## src/rtl/seq_alu.sv

```systemverilog
// seq_alu: registered ALU with flags, start/done handshake and an iterative shift-add multiplier
module seq_alu #(
  parameter int word_size = 16
) (
  input  logic                 clk,
  input  logic                 rst_n,
  input  logic                 start,
  input  logic [3:0]           operation,
  input  logic [word_size-1:0] operandA,
  input  logic [word_size-1:0] operandB,
  output logic                 busy,
  output logic                 done,
  output logic [word_size-1:0] result,
  output logic                 zero,
  output logic                 negative,
  output logic                 carry,
  output logic                 overflow
);
  localparam int shamt_w = $clog2(word_size);
  localparam int msb = word_size - 1;
  typedef enum logic {IDLE, MUL} state_t;
  state_t state;
  logic [2*word_size-1:0] acc, mcand, acc_nxt;
  logic [word_size-1:0] mplier, res;
  logic [shamt_w-1:0] cnt, sh;
  logic [word_size:0] sum, diff;
  logic c, v;
  assign sh = operandB[shamt_w-1:0];
  assign sum = {1'b0, operandA} + {1'b0, operandB};
  assign diff = {1'b0, operandA} - {1'b0, operandB};
  assign acc_nxt = acc + (mplier[0] ? mcand : '0);
  always_comb begin
    res = '0;
    c = 1'b0;
    v = 1'b0;
    case (operation)
      4'd0: begin
        res = sum[msb:0];
        c = sum[word_size];
        v = (operandA[msb] == operandB[msb]) && (sum[msb] != operandA[msb]);
      end
      4'd1: begin
        res = diff[msb:0];
        c = diff[word_size];
        v = (operandA[msb] != operandB[msb]) && (diff[msb] != operandA[msb]);
      end
      4'd2: res = operandA & operandB;
      4'd3: res = operandA | operandB;
      4'd4: res = operandA ^ operandB;
      4'd5: res = operandA << sh;
      4'd6: res = operandA >> sh;
      4'd7: res = $signed(operandA) >>> sh;
      4'd8: res = {{msb{1'b0}}, $signed(operandA) < $signed(operandB)};
      4'd9: res = {{msb{1'b0}}, operandA < operandB};
      default: ;
    endcase
  end
  always_ff @(posedge clk) begin
    if (!rst_n) begin
      state <= IDLE;
      busy <= 1'b0;
      done <= 1'b0;
      result <= '0;
      zero <= 1'b1;
      negative <= 1'b0;
      carry <= 1'b0;
      overflow <= 1'b0;
      acc <= '0;
      mcand <= '0;
      mplier <= '0;
      cnt <= '0;
    end else begin
      done <= 1'b0;
      if (state == IDLE) begin
        if (start && operation == 4'b1010) begin
          acc <= '0;
          mcand <= {{word_size{1'b0}}, operandA};
          mplier <= operandB;
          cnt <= '0;
          busy <= 1'b1;
          state <= MUL;
        end else if (start) begin
          result <= res;
          zero <= res == '0;
          negative <= res[msb];
          carry <= c;
          overflow <= v;
          done <= 1'b1;
        end
      end else begin
        acc <= acc_nxt;
        mcand <= mcand << 1;
        mplier <= mplier >> 1;
        cnt <= cnt + 1'b1;
        // last of word_size iterations: the sum including this step is the product
        if (&cnt) begin
          result <= acc_nxt[msb:0];
          zero <= acc_nxt[msb:0] == '0;
          negative <= acc_nxt[msb];
          carry <= |acc_nxt[2*word_size-1:word_size];
          overflow <= 1'b0;
          done <= 1'b1;
          busy <= 1'b0;
          state <= IDLE;
        end
      end
    end
  end
endmodule

```

## config.mk

```make
export PLATFORM = sky130hd
export DESIGN_NAME = seq_alu
export DESIGN_NICKNAME = d
export VERILOG_FILES = /design/src/rtl/seq_alu.sv
export SDC_FILE = /design/constraint.sdc
export NUM_CORES = 1
export LEC_CHECK = 0
export ABC_CLOCK_PERIOD_IN_PS = 5000
export CORE_MARGIN = 2
export CORE_UTILIZATION = 40
export DETAILED_ROUTE_END_ITERATION = 7
export GPL_ROUTABILITY_DRIVEN = 0
export PLACE_DENSITY = 0.54
export SLEW_MARGIN = 25
export SYNTH_ARGS = -nofsm -noshare
export SYNTH_HDL_FRONTEND = slang
export SYNTH_SLANG_ARGS = --single-unit
```

## constraint.sdc

```tcl
create_clock -name clk -period 5 [get_ports clk]
set_input_delay 0.75 -clock clk [delete_from_list [all_inputs] [get_ports clk]]
set_output_delay 0.75 -clock clk [all_outputs]
set_load 0.02 [all_outputs]
```

==> metrics <==
deepest clock path buffer count=2; number of buffers created by CTS=9; Remaining DRCs=0; GR Layer Usage met3=4.34%; Synth Area in Compound Gates=30.6%; leading area contributor after synthesis=dfxtp_1; Die Width=166 um; status=complete, no violations; aggregate global-route resource usage=28.0%; syn_nets=1528; Routed WL=39.6 mm; Synth Flop Type=dfxtp_1; ranking of synthesized cells by area=dfxtp_1, ha_1, nand2_1; EDFF count, synth=0; drt initial violations=1389; Reg clk slew, reported paths=80 ps; shortest period the worst path allows=4500 ps; Reg area=2120 um^2; number of global-route vias before repair=10.1k; Setup-failing EPs final=0; CP endpoint kind=flip-flop; multi-input gate area in the final layout=7720 um^2; power density cells=196 nW/um^2; Avg Cell Area, Syn=7.50 um^2; hold-fix buffers at CTS=0; # H-tree levels=3; clock tree from TritonCTS=built; routed vias=11.0k; Final Hold Vio Count=0; count of maximum capacitance violations=0; relative contribution of combinational cells to total power=29.3%; Synth Area in Simple Gates=23.0%; final period utilization=90.1%; worst vdd rail ir drop=0.148 mV; crit path max fanout=19; asr flop ratio synth=0%; register bit total from synthesis=106; design internal power=1.48 mW; count of mapped cells out of synthesis=1399; Cell Area, Synth=10500 um^2; slack of the critical path=496 ps; number of gates resized after cts=0; post-route worst hold slack=467 ps; height of the die=166 um; dominant combinational cell family by area after synthesis=compound AO/OA/AOI/OAI gates; arrival time of data at the critical path endpoint=4730 ps; dpl hpwl=30.0 mm; data required time of the critical path=5230 ps; part of the power in registers=38.4%; total placed cells including tap cells=1744; global-route wire length before repair=60.6 mm; number of buffer cells added on primary ports=60; timing-limited maximum frequency=222 MHz; worst setup path class=reg -> reg; number of nets with antenna violations after detailed routing=0; Net Switching=0.830 mW; ratio of routed vias to standard cells=6.26; switching power share of the total=36.0%; Core Region=25900 um^2; class of the tightest hold or removal check=reg -> reg; clock root cell=clkbuf_16; top-count cell post-synth=nand2_1; P_leak=5.00 nW; clock insertion delay at the later pin of the skew report=380 ps; post-placement worst setup slack=389 ps; diode insertion count for antenna repair=0; share of synthesized area occupied by flip-flops and latches=20.2%; number of primary I/O pins=61; Cell Count, Final, Fillers Out=1760; area of placed instances=11500 um^2; mux contribution to synthesized area=6.41%; clock share of power=32.3%; Layout fillers=2663; number of warning messages in the yosys log=0; startpoint class of the critical path=flip-flop; Final Max Slew Viols=0; Power Total=2.31 mW; xor and xnor fraction of the mapped netlist area=2.42%; commonest cells in the synthesized netlist=nand2_1, dfxtp_1, a21oi_1, nor2_1, o21ai_0; layout overhead on the synthesized area=12.3%; final sum of negative setup slack=0 ps; Synth Area in Adders=10.9%; proportion of layout cells with a drive suffix above 1=8.07%; Util after Layout=45.5%; met1 track demand over resource in global routing=37.0%; fraction of post-synthesis cell area in the top cell type by area=20.2%; num rows=59; number of distinct standard cells referenced by the synthesized netlist=82; Setup Skew=13.6 ps; iteration count of the initial detailed-routing pass=6; Sink Count=106; Wirelength per Cell=22.5 um; finished layout cell area=11800 um^2; grt peak-use layer=met2; final global-route overflow total=0; Initial Utilization=40.5%; max_slew headroom=34.0%; antenna violations before repair=0; nets=1549; total setup buffers inserted after CTS=0; pin count of the biggest net entering global routing=97; setup repair after global routing missed its margin=no; transition at the pin with the smallest max-transition slack=990 ps; GR Util met2=45.0%; DIE AREA=27500 um^2
-- power by group through the flow --
stage / clock network, mW / logic (mW) / registers, mW
after floorplan: 0 / 0.383 / 0.913
after global placement: 0 / 0.656 / 0.905
after detailed placement: 0 / 0.653 / 0.906
after CTS: 0.762 / 0.656 / 0.886
after global routing: 0.795 / 0.715 / 0.889
final: 0.745 / 0.675 / 0.886
-- critical path, stage by stage (launching register included) --
cell and delay (ps):
dfxtp_1 610, and2_1 330, ha_1 210, fa_1 440, a211oi_2 260, o21ai_1 190, o211ai_1 410, nand2_1 230
a221o_1 360, a21oi_1 170, xnor2_1 120, or4b_1 580, nor4_1 250, a41oi_1 150
-- logic make-up (layout without fill, tap and decap cells) --
kind of cell | Yosys count | after routing
and+or+nand+nor | 499 | 499
xor gates and xnor gates | 29 | 29
adders and majority gates | 90 | 90
AOI/OAI and AO/OA | 465 | 465
buffers and inverters | 163 | 189
DFF | 106 | 106
muxes | 47 | 47
-- cells in the final DEF, fill, tap and decap left out, types with 15 or more instances in the layout --
| master | Yosys | final |
|---|---|---|
| clkdlybuf4s50_1 | 0 | 58 |
| dfxtp_1 | 106 | 105 |
| ha_1 | 87 | 87 |
| mux2i_1 | 20 | 20 |
| xnor2_1 | 23 | 23 |
| nand3_1 | 27 | 26 |
| nor3_1 | 20 | 20 |
| o211ai_1 | 51 | 51 |
| buf_4 | 6 | 54 |
| a21o_1 | 21 | 21 |
| mux4_2 | 15 | 15 |
| o211a_1 | 33 | 33 |
| a21oi_1 | 95 | 95 |
| nand2_1 | 194 | 194 |
| o21ai_0 | 88 | 88 |
| a21boi_0 | 15 | 15 |
| inv_1 | 57 | 56 |
| nor2_1 | 92 | 92 |
| and3_1 | 23 | 23 |
| and2_1 | 62 | 62 |
| nor2b_1 | 28 | 28 |
-- sequential cells by signal, indices dropped and copies added, names as in the netlist --
register  cells
acc          32
mplier       16
mcand        32
cnt           4
done          1
busy          1
zero          1
overflow      1
result       16
state         1
carry         1
-- per-layer routing --
metal  vias up  routed length [um]  share of wire [%]
met5         -                   0                  0
met4         0                2060                5.2
met3       133                2770                7.0
met2       541               17900                 45
met1      5199               16900                 43
li1       5150                   -                  -
-- layout make-up --
class,instances,share of cell area [%]
well taps,335,3.56
clock inverters,6,0.499
inverters,57,1.82
flip-flops and latches,106,18.0
clock buffers,10,1.94
multi-input cells,1130,65.5
repair buffers,116,8.71
-- path summary, 6_finish.rpt --
check | startpoint | to | slack (ps) | cells past startpoint
max | mplier[0] | carry | 500 | 13
max reg2reg | mplier[0] | carry | 500 | 13
min reg2reg | mplier[15] | mplier[15] | 470 | 2
min | mplier[15] | mplier[15] | 470 | 2
(Power assumes the default switching activity.)
